## src/rtl/line_follow_ctrl.sv

```systemverilog
// Line-following motion controller: classifies the sensor array and runs a timed
// drive FSM (forward, held turns, coast, search, brake, lost) onto H-bridge INs and PWM enables.
module line_follow_ctrl #(
    parameter int SENS_W     = 4,
    parameter int CNT_W      = 16,
    parameter int TURN_MIN   = 4,
    parameter int COAST_CYC  = 8,
    parameter int SEARCH_CYC = 64,
    parameter int PWM_W      = 8,
    parameter int FWD_DUTY   = 200,
    parameter int TURN_DUTY  = 128
) (
    input  logic              clock,
    input  logic              reset,
    input  logic              run_en,
    input  logic              obstacle,
    input  logic [SENS_W-1:0] sens,
    output logic [3:0]        h_bridge_ins,
    output logic [1:0]        enables,
    output logic [2:0]        state_o,
    output logic              fault
);

    localparam int HALF = SENS_W / 2;
    localparam int PC_W = $clog2(HALF + 1);

    localparam logic [CNT_W-1:0] TURN_LAST   = CNT_W'(TURN_MIN - 1);
    localparam logic [CNT_W-1:0] COAST_LAST  = CNT_W'(COAST_CYC - 1);
    localparam logic [CNT_W-1:0] SEARCH_LAST = CNT_W'(SEARCH_CYC - 1);

    typedef enum logic [2:0] {
        S_IDLE   = 3'd0,
        S_FWD    = 3'd1,
        S_TURN_L = 3'd2,
        S_TURN_R = 3'd3,
        S_COAST  = 3'd4,
        S_SEARCH = 3'd5,
        S_BRAKE  = 3'd6,
        S_LOST   = 3'd7
    } state_e;

    typedef enum logic [1:0] {
        C_LOSTLINE = 2'd0,
        C_CENTRE   = 2'd1,
        C_LEFT     = 2'd2,
        C_RIGHT    = 2'd3
    } cls_e;

    state_e            state_q, state_d;
    state_e            disp_state;
    cls_e              cls;
    logic [SENS_W-1:0] sens_q;
    logic [CNT_W-1:0]  timer_q, timer_d;
    logic [PWM_W-1:0]  pwm_cnt_q;
    logic              last_left_q, last_left_d;
    logic [PC_W-1:0]   l_cnt, r_cnt;
    logic              fwd_on, turn_on;

    // State register plus the timer, sensor stage, PWM counter and turn memory
    always_ff @(posedge clock) begin
        if (reset) begin
            state_q     <= S_IDLE;
            sens_q      <= '0;
            timer_q     <= '0;
            pwm_cnt_q   <= '0;
            last_left_q <= 1'b0;
        end else begin
            state_q     <= state_d;
            sens_q      <= sens;
            timer_q     <= timer_d;
            pwm_cnt_q   <= pwm_cnt_q + 1'b1;
            last_left_q <= last_left_d;
        end
    end

    always_comb begin
        l_cnt = '0;
        r_cnt = '0;
        for (int i = 0; i < HALF; i++) begin
            l_cnt = l_cnt + PC_W'(sens_q[HALF + i]);
            r_cnt = r_cnt + PC_W'(sens_q[i]);
        end
        if (sens_q == '0)        cls = C_LOSTLINE;
        else if (l_cnt == r_cnt) cls = C_CENTRE;
        else if (l_cnt > r_cnt)  cls = C_LEFT;
        else                     cls = C_RIGHT;

        case (cls)
            C_CENTRE: disp_state = S_FWD;
            C_LEFT:   disp_state = S_TURN_L;
            C_RIGHT:  disp_state = S_TURN_R;
            default:  disp_state = S_COAST;
        endcase
    end

    // Next state: run_en and obstacle override the timed/sensor transitions
    always_comb begin
        state_d = state_q;
        if (!run_en) begin
            state_d = S_IDLE;
        end else if (obstacle && state_q != S_LOST) begin
            state_d = S_BRAKE;
        end else begin
            case (state_q)
                S_IDLE, S_FWD, S_BRAKE: state_d = disp_state;
                S_TURN_L, S_TURN_R: begin
                    if (timer_q >= TURN_LAST) state_d = disp_state;
                end
                S_COAST: begin
                    if (cls != C_LOSTLINE)         state_d = disp_state;
                    else if (timer_q >= COAST_LAST) state_d = S_SEARCH;
                end
                S_SEARCH: begin
                    if (cls != C_LOSTLINE)          state_d = disp_state;
                    else if (timer_q >= SEARCH_LAST) state_d = S_LOST;
                end
                S_LOST:  state_d = S_LOST;
                default: state_d = S_IDLE;
            endcase
        end

        if (state_d != state_q)  timer_d = '0;
        else if (timer_q != '1)  timer_d = timer_q + 1'b1;
        else                     timer_d = timer_q;

        if (state_d == S_TURN_L)      last_left_d = 1'b1;
        else if (state_d == S_TURN_R) last_left_d = 1'b0;
        else                          last_left_d = last_left_q;
    end

    // Moore outputs decoded from the state register
    always_comb begin
        fwd_on       = pwm_cnt_q < PWM_W'(FWD_DUTY);
        turn_on      = pwm_cnt_q < PWM_W'(TURN_DUTY);
        h_bridge_ins = 4'b0000;
        enables      = 2'b00;
        fault        = 1'b0;
        state_o      = state_q;
        case (state_q)
            S_FWD: begin
                h_bridge_ins = 4'b1001;
                enables      = {2{fwd_on}};
            end
            S_TURN_L: begin
                h_bridge_ins = 4'b1010;
                enables      = {2{turn_on}};
            end
            S_TURN_R: begin
                h_bridge_ins = 4'b0101;
                enables      = {2{turn_on}};
            end
            S_SEARCH: begin
                h_bridge_ins = last_left_q ? 4'b1010 : 4'b0101;
                enables      = {2{turn_on}};
            end
            S_BRAKE: begin
                h_bridge_ins = 4'b1111;
                enables      = 2'b11;
            end
            S_LOST: begin
                h_bridge_ins = 4'b1111;
                enables      = 2'b11;
                fault        = 1'b1;
            end
            default: begin
                h_bridge_ins = 4'b0000;
                enables      = 2'b00;
            end
        endcase
    end

endmodule

```

## config.mk

```make
export PLATFORM = sky130hd
export DESIGN_NAME = line_follow_ctrl
export DESIGN_NICKNAME = d
export VERILOG_FILES = /design/src/rtl/line_follow_ctrl.sv
export SDC_FILE = /design/constraint.sdc
export NUM_CORES = 1
export LEC_CHECK = 0
export BUFFER_PORTS_ARGS = -buffer_cell sky130_fd_sc_hd__buf_2
export CAP_MARGIN = 20
export CORE_ASPECT_RATIO = 0.8
export CORE_UTILIZATION = 50
export DETAILED_ROUTE_END_ITERATION = 10
export PLACE_DENSITY = 0.82
export SETUP_SLACK_MARGIN = 0.4
export SLEW_MARGIN = 20
export SYNTH_ARGS = -nofsm -noshare
export SYNTH_HDL_FRONTEND = slang
export SYNTH_SLANG_ARGS = --single-unit
```

## constraint.sdc

```tcl
create_clock -name clock -period 2.6 [get_ports clock]
set_clock_uncertainty 0.05 [all_clocks]
set_input_delay 0.52 -clock clock [delete_from_list [all_inputs] [get_ports clock]]
set_output_delay 0.52 -clock clock [all_outputs]
set_load 0.02 [all_outputs]
```

Word level (Yosys, flattened, before mapping)
Index checks and enable logic that the tools add are counted.
{"block": "totals", "regBits": 32, "inputBits": 8, "output_inout_bits": 10, "wordCells": 59}
{"block": "op_classes", "n_addsub": 4, "n_lt_le_gt_ge": 6, "n_eq_ne": 16, "muxes": 18, "reduce_logical": 10}
{"op": "two-way mux 3 bit", "count": 7}
{"op": "case mux 4 bit (5 select lines)", "count": 1}
{"op": "adder 16 x 1 -> 16 bit (second input constant)", "count": 1}
{"op": ">= comparator 16 x 2 -> 1 bit (second input constant)", "count": 1}
{"op": ">= comparator 16 x 3 -> 1 bit (second input constant)", "count": 1}
{"op": ">= comparator 16 x 6 -> 1 bit (second input constant)", "count": 1}
{"op": "< comparator 8 bit (second input constant)", "count": 2}
{"op": "!= test 16 bit (second input constant)", "count": 1}
{"op": "case mux 3 bit (5 select lines)", "count": 1}
{"op": "== test 3 x 2 -> 1 bit (second input constant)", "count": 4}
{"op": "== test 3 bit (second input constant)", "count": 4}
{"op": "case mux 3 bit (3 select lines)", "count": 1}
{"op": "adder 8 x 1 -> 8 bit (second input constant)", "count": 1}
{"op": "case mux 2 bit (3 select lines)", "count": 1}
{"op": "OR reduction 2 bit", "count": 3}
{"op": "OR reduction 3 bit", "count": 2}
{"op": "adder 1 x 1 -> 2 bit", "count": 2}
{"op": "== test 2 bit (second input constant)", "count": 2}
{"op": "zero test 4 bit", "count": 1}
{"op": "two-way mux 1 bit", "count": 4}
{"op": "two-way mux 2 bit", "count": 2}
{"op": "two-way mux 4 bit", "count": 1}
{"op": "nonzero test 2 bit", "count": 2}
{"op": "== test 3 x 1 -> 1 bit (second input constant)", "count": 1}
{"op": "7 further kinds", "count": 7}

Depth between registers and ports, before layout
Gate-level depths: netlist (run 1).
{"block": "depth", "depth_word": 14, "mapped_depth": 11, "mapped_depth_nobuf": 10}

Worst setup path before layout (run 1)
No wires, ideal clock.
{"block": "synth_path", "path_kind": "reg2out", "from": "register state_q[0], in the netlist state_o[0]", "to": "output enables[1]", "t_arrival_ns": 2.142, "t_required_ns": 2.030, "setup_slack_ns": -0.112, "path_stages_with_launch": 5, "path_buffers": 2, "path_cell_list": "dfxtp_1 -> clkbuf_1 -> nand2_1 -> o311ai_0 -> buf_4"}
{"block": "synth_via", "elab_chain_cells": 3, "elab_cells_between_ends": 9, "classes_between": "eq/ne: 6; mux: 1; reduce/logical: 2"}
{"item": "start, declared", "line_no": "49", "text": "state_e state_q, state_d;"}
{"item": "start signal, assigned", "line_no": "68", "text": "state_q <= state_d;"}
{"item": "== test 3 bit or == test 3 x 2 -> 1 bit (tied branches)", "line_no": "139", "text": "case (state_q)"}
{"item": "OR reduction 3 bit (no source line) or OR reduction 2 bit (tied branches)"}
{"item": "case mux 2 bit (3 select lines) (*)", "line_no": "139"}
{"item": "end, declared", "line_no": "19", "text": "output logic [1:0] enables,"}
Every way passes the cells marked *; elsewhere a longest branch is shown, timed or not.

Worst setup path in the final report (run 1)
{"block": "layout_path", "from": "register timer_q[7]", "to": "register timer_q[11]"}
{"block": "layout_via", "elab_chain_cells": 8, "elab_cells_between_ends": 15, "classes_between": "add/sub: 1; order compare: 3; eq/ne: 2; mux: 8; reduce/logical: 1"}
{"item": "start, declared", "line_no": "53", "text": "logic [CNT_W-1:0] timer_q, timer_d;"}
{"item": "start signal, assigned", "line_no": "70", "text": "timer_q <= timer_d;"}
{"item": ">= comparator 16 x 6 -> 1 bit or >= comparator 16 x 3 -> 1 bit (tied branches)", "line_no": "115, 111"}
{"item": "two-way mux 3 bit (on tied branches)", "line_no": "115, 111"}
{"item": "two-way mux 3 bit (on tied branches)", "line_no": "114, 110"}
{"item": "case mux 3 bit (5 select lines)", "line_no": "104", "text": "case (state_q)"}
{"item": "two-way mux 3 bit", "line_no": "101", "text": "end else if (obstacle && state_q != S_LOST) begin"}
{"item": "two-way mux 3 bit", "line_no": "99", "text": "if (!run_en) begin"}
{"item": "!= test 3 bit", "line_no": "122", "text": "if (state_d != state_q) timer_d = '0;"}
{"item": "OR reduction 2 bit (no source line)"}
Several ways; a longest one is shown, not always the timed one.
A chain may end at the register's enable or synchronous reset.

==> run metrics, run 1 <==
Crit. End Element flip-flop; Hold Vio Cnt, Final 0; vias in the first global route 1575; placed cell area 0.002034 mm²; # diodes 0; routed len/inst 13.67 µm; crit path DAT 2810 ps; crit path time final 2633 ps; drt total wl 4.116 mm; Std-Cell Rows 19; gpl congestion 0.8793; Fin Hold WS 387.2 ps; period utilization 101.3%; Syn Area/Cell 8.130 µm²; clock tree sinks 32; Max Cap Viol 0; Max transition margin 62.89%; highest clock rate 379.8 MHz; Switch Pwr 0.0003211 W; via count 1764; setup violators final 9; Pint 0.0008092 W; CTS Buffer Depth 2; Most Crowded Layer GR met2; layout cells sized above 1 24.71%; Detail Route Antenna Nets 0; number of synthesized flops with an enable pin 0; GR met1 Demand/Resource 28.24%; area of the core 0.003518 mm²; Crit path top cell by count or4_4; syn_nets 248; Synth Cell Area 0.001878 mm²; sw frac 28.41%; cell with the most instances after synthesis dfxtp_1; Starting Density 53.38%; Crit-path slowest cell or4_4; Async SR Flop Fraction 0%; H-tree depth 2; CP startpoint kind flip-flop; Crit path max-delay family simple AND/OR/NAND/NOR gates; grt met3 use 7.899%; Layout area overhead 21.39%; Cell variety after synth 47; outcome finished with violations; worst hold path type input pin to flip-flop; failing checks DRC, setup timing; CTS buffer count 5; PwrDens 495.8 mW/mm²; die span in x 70.52 µm; CP Cell Sequence or4_4, or4_4, o311ai_4, mux2i_1, nand4_4, buf_8, nor2_1; initial antenna violation count 0; GR Util met2 34.40%; P_leak 0.9022 nW; die area 0.004007 mm²; #FFs+latches synth 32; Final WS setup -32.72 ps; post-synth top area cell dfxtp_1; pre-CTS setup slack 50.10 ps; Worst-Margin Slew 555.8 ps; Pins Over Slew Limit 0; final core occ 64.79%; # DRC 8; vias per inst 5.860; Final nets 275; CTS clk-pin slew, worst paths 70 ps; Reg power frac 46.6%; Post-Syn Instances 231; total grt overflow 0; top cells by count, synth dfxtp_1, nor2_1, nand2_1; first drt pass iteration count 7; Post-synth top flop dfxtp_1; WS Path Type flip-flop to flip-flop; I/O Buffers 17; first-pass GRT wire length 6.893 mm; DPL Wire Length 2.882 mm; Peak VDD IR 0.3082 mV; share of the synthesized area in the top cell type 34.11%; Ys Warns 0; register area share after synthesis 34.11%; dominant cells by area after synthesis dfxtp_1, ha_1, nor2_1; crit-path max cell delay 560 ps; TritonCTS clock tree yes; Skew-Pair Late Insertion Delay 290 ps; Clk pwr share 35.1%; CP bufs+invs 1; setup TNS -186.8 ps; final instance area 0.002280 mm²; Required @ worst endpoint 2780 ps; RSZ-0062 raised after global routing yes; CTS root buf clkbuf_8; Ports 18; Die Ht 56.82 µm; Initial DRC Count 145; power share of the combinational group 18.3%; CP max FO 8; filler instances 294; GRT Util Overall 22.46%; largest net degree at the start of global routing 18
-- worst paths after layout --
check	slack, ps	startpoint	cells past startpoint	to
worst min-delay path	390	sens[3]	2	sens_q[3]
worst max register to register	-30	timer_q[7]	7	timer_q[11]
worst max-delay path	-30	timer_q[7]	7	timer_q[11]
worst min register to register	400	pwm_cnt_q[0]	1	pwm_cnt_q[0]
-- placed cells by master, fill, tap and decap left out, drive strengths merged, types with 2 or more instances in the layout --
cell and count:
and4 3, o31ai 2, or3 2, nand4 5, and2 2, xnor2 9
nor2b 7, xor2 6, a211oi 3, clkbuf 8, nor2 28, or4 4
a22o 2, a21oi 8, buf 30, o21ai 13, nor4 3, and3 3
mux2i 4, o211ai 2, nand2b 3, nand2 21, ha 9, o21bai 3
o311ai 3, inv 12, a31oi 3, nand3 12, o21a 2, dfxtp 32
nor3 5
-- flip-flops by register name, summed over array words and instances (netlist names) --
| signal | flops |
|---|---|
| pwm_cnt_q | 8 |
| state_o | 3 |
| sens_q | 4 |
| timer_q | 16 |
| last_left_q | 1 |
-- cell families after synthesis --
logic type               Yosys count  share of synthesized area (%)
flip-flops                        32                          34.11
adder cells (fa/ha/maj)            9                          5.996
AO/OA/AOI/OAI                     48                          17.46
XOR/XNOR                          15                          6.996
buffers and inverters             22                          4.997
multiplexers                       4                          2.132
AND/OR/NAND/NOR                  101                          28.31
-- routing by layer --
layer,up-vias,share of wire [%]
li1,885,-
met1,801,47
met2,71,44
met3,7,8.1
met4,0,1.7
met5,-,0
-- worst reg2reg max path, cell delays in order (launching register included) --
cell      delay (ps)
dfxtp_2          340
or4_4            560
or4_4            520
o311ai_4         270
mux2i_1          320
nand4_4          220
buf_8            210
nor2_1            80
-- area by class of cell --
cell class	instances	area, µm²	share of cell area (%)
Multi-Input combinational cell	177	1244	54.56
Sequential cell	32	650.6	28.54
Timing Repair Buffer	30	197.7	8.672
Clock buffer	8	90.09	3.952
Tap cell	42	52.55	2.305
Inverter	12	45.04	1.976
-- metrics by stage --
step                      std cells  total power, W
after floorplan                 231       0.0006679
after global placement          286       0.0007081
after detailed placement        286       0.0007138
after CTS                       299        0.001123
after global routing            301        0.001181
final                           301        0.001130
-- power groups by stage --
stage | registers, W | clock network (W) | logic (W)
after floorplan | 0.000531 | 0 | 0.000137
after global placement | 0.000535 | 0 | 0.000173
after detailed placement | 0.000537 | 0 | 0.000177
after CTS | 0.000526 | 0.000409 | 0.000188
after global routing | 0.000529 | 0.000423 | 0.000229
final | 0.000527 | 0.000396 | 0.000207
-- timing repair --
action / CTS / global route
endpoints found under the setup margin: 16 / 20
setup buffers: 5 / 2
resized for setup: 5 / 24
pin swaps: 3 / 11
hold buffers: 0 / 0
(Power assumes the default switching activity.)
==> run 2: changes to the inputs <==
--- a/constraint.sdc
+++ b/constraint.sdc
@@ -3,3 +3,3 @@
 set_input_delay 0.52 -clock clock [delete_from_list [all_inputs] [get_ports clock]]
 set_output_delay 0.52 -clock clock [all_outputs]
-set_load 0.02 [all_outputs]
+set_load 0.005 [all_outputs]
==> run 2 against run 1 <==
The run ends with DRC left; combinational power decreased by 13%; design area decreased by 3.0%; first-iteration DRC count decreased by 26%; setup slack improved by 43 ps; worst hold slack improved by 2.8 ps; sequential share of layout area increased by 0.82 points; non-clock buffer count unchanged; sequential cell count unchanged; core utilization decreased by 1.9 points; clock power decreased by 10%; routed wire length decreased by 4.3%; critical path type unchanged.
==> run metrics, run 2 (synthesis gave the netlist of run 1 again) <==
area of the core 0.003518 mm² (unchanged); DPL Wire Length 2.798 mm (was 2.882 mm); R2R cell count 7 (unchanged); Largest regs timer_q (16), pwm_cnt_q (8), sens_q (4) (unchanged); Ports 18 (unchanged); Worst Hold Depth 2 (unchanged); vias in the first global route 1447 (was 1575); most common cell after layout, fill and taps aside dfxtp_1 (unchanged); failing checks DRC (was DRC, setup timing); setup TNS 0 ps (was -186.8 ps); Final nets 275 (unchanged); Required @ worst endpoint 2760 ps (was 2780 ps); routed len/inst 13.13 µm (was 13.67 µm); Die Ht 56.82 µm (unchanged); first drt pass iteration count 8 (was 7); commonest non-fill, non-tap cells in the layout dfxtp_1, nor2_1, nand2_1, buf_2, o21ai_0 (unchanged); Max transition margin 60.04% (was 62.89%); WS Path Type flip-flop to flip-flop (unchanged); Reg with most FFs timer_q (unchanged); max reg flops 16 (unchanged); GRT Util Overall 20.42% (was 22.46%); period utilization 99.60% (was 101.3%); CP startpoint kind flip-flop (unchanged); # DRC 4 (was 8); CP Cell Sequence or4_4, or4_4, o311ai_4, mux2i_1, nand4_2, buf_6, nor2_1 (was or4_4, or4_4, o311ai_4, mux2i_1, nand4_4, buf_8, nor2_1); Crit-path slowest cell or4_4 (unchanged); CTS Hold Buffers Added 0 (unchanged); Max Cap Viol 0 (unchanged); crit path DAT 2750 ps (was 2810 ps); CTS buffer count 5 (unchanged); Max Used Layer met4 (unchanged); M1 WL 1.937 mm (was 1.919 mm); Reg power frac 49.5% (was 46.6%); CTS clk-pin slew, worst paths 60 ps (was 70 ps); setup violators final 0 (was 9); Peak VDD IR 0.2756 mV (was 0.3082 mV); H-tree depth 2 (unchanged); sw frac 27.44% (was 28.41%); drt total wl 3.940 mm (was 4.116 mm); Clk pwr share 33.4% (was 35.1%); die area 0.004007 mm² (unchanged); TritonCTS clock tree yes (unchanged); layout cells sized above 1 20.93% (was 24.71%); Pint 0.0007697 W (was 0.0008092 W); clock tree sinks 32 (unchanged); worst hold path type input pin to flip-flop (unchanged); CTS Buffer Depth 2 (unchanged); Layout area overhead 17.79% (was 21.39%); met2 WL post-DR 1.641 mm (was 1.792 mm); via count 1721 (was 1764); crit path time final 2590 ps (was 2633 ps); met3 WL 273 µm (was 332 µm); vias per inst 5.737 (was 5.860); I/O Buffers 17 (unchanged); Placed Cells 285 (was 286); Skew-Pair Late Insertion Delay 280 ps (was 290 ps); initial antenna violation count 0 (unchanged); Crit path top cell by count or4_4 (unchanged); Worst-Margin Slew 593.9 ps (was 555.8 ps); # diodes 0 (unchanged); CTS root buf clkbuf_8 (unchanged); Std-Cell Rows 19 (unchanged); largest net degree at the start of global routing 18 (unchanged); die span in x 70.52 µm (unchanged); PwrDens 479.5 mW/mm² (was 495.8 mW/mm²); Final Instance Count excl. Fillers 300 (was 301); CP max FO 6 (was 8); outcome finished with violations (unchanged); Crit path max-delay family simple AND/OR/NAND/NOR gates (unchanged); Initial DRC Count 107 (was 145); power share of the combinational group 17.0% (was 18.3%); Pwr Total 0.001061 W (was 0.001130 W); total grt overflow 0 (unchanged); Switch Pwr 0.0002911 W (was 0.0003211 W); Starting Density 53.38% (unchanged); crit-path max cell delay 520 ps (was 560 ps); highest clock rate 386.1 MHz (was 379.8 MHz); CP bufs+invs 1 (unchanged); first-pass GRT wire length 6.341 mm (was 6.893 mm); gpl congestion 0.9166 (was 0.8793); P_leak 0.8893 nW (was 0.9022 nW); Pins Over Slew Limit 0 (unchanged); RSZ-0062 raised after global routing yes (unchanged); Hold Vio Cnt, Final 0 (unchanged); Detail Route Antenna Nets 0 (unchanged); Crit. End Element flip-flop (unchanged); WP depth 7 (unchanged)
-- run 2: area by class of cell --
class,instances,area (µm²)
clock buffer,6,72.57
clock inverter,1,5.005
fill,304,1306
inverter,12,45.04
multi-input combinational,177,1197
sequential,32,649.4
tap,42,52.55
timing repair buffer,30,190.2
-- run 2: worst paths after layout --
path | start | end | slack (ps)
setup reg to reg | timer_q[10] | timer_q[10] | 10
setup / recovery | timer_q[10] | timer_q[10] | 10
hold reg to reg | pwm_cnt_q[0] | pwm_cnt_q[0] | 390
hold / removal | sens[2] | sens_q[2] | 390
-- run 2: what timing repair did --
action | CTS | global route
pin swaps | 2 | 5
resized for setup | 4 | 13
setup endpoints to repair | 16 | 21
hold endpoints to repair | 0 | 0
setup buffers | 4 | 4
-- run 2: stage by stage --
step                      area (µm²)  hold WS [ps]  util [%]  setup slack, ps
after detailed placement        2019         383.5     57.40            56.46
after global routing            2212         390.8     62.87           -43.87
after global placement          2019         376.0     57.40            108.4
final                           2212         390.0     62.87            10.27
after CTS                       2138         385.8     60.78            77.95
after floorplan                 1893         363.2         -            256.3
-- run 2: power by group through the flow --
stage	combinational [W]	clock (W)	sequential (W)
finish	0.000181	0.000355	0.000525
global route	0.000201	0.000382	0.000528
CTS	0.000169	0.000364	0.000526
detailed placement	0.000159	0	0.000537
global placement	0.000156	0	0.000536
floorplan	0.000123	0	0.000528
-- run 2: worst register-to-register path, cell delays in order, from the launching register on --
cell,delay (ps)
dfxtp_4,360
or4_4,520
or4_4,520
o311ai_4,240
mux2i_1,280
nand4_2,250
buf_6,220
nor2_1,90
-- run 2: per-layer routing --
metal | vias to the layer above | GRT usage [%]
met5 | - | 0
met4 | 0 | 7.872
met3 | 10 | 7.002
met2 | 61 | 28.02
met1 | 776 | 29.06
li1 | 874 | -
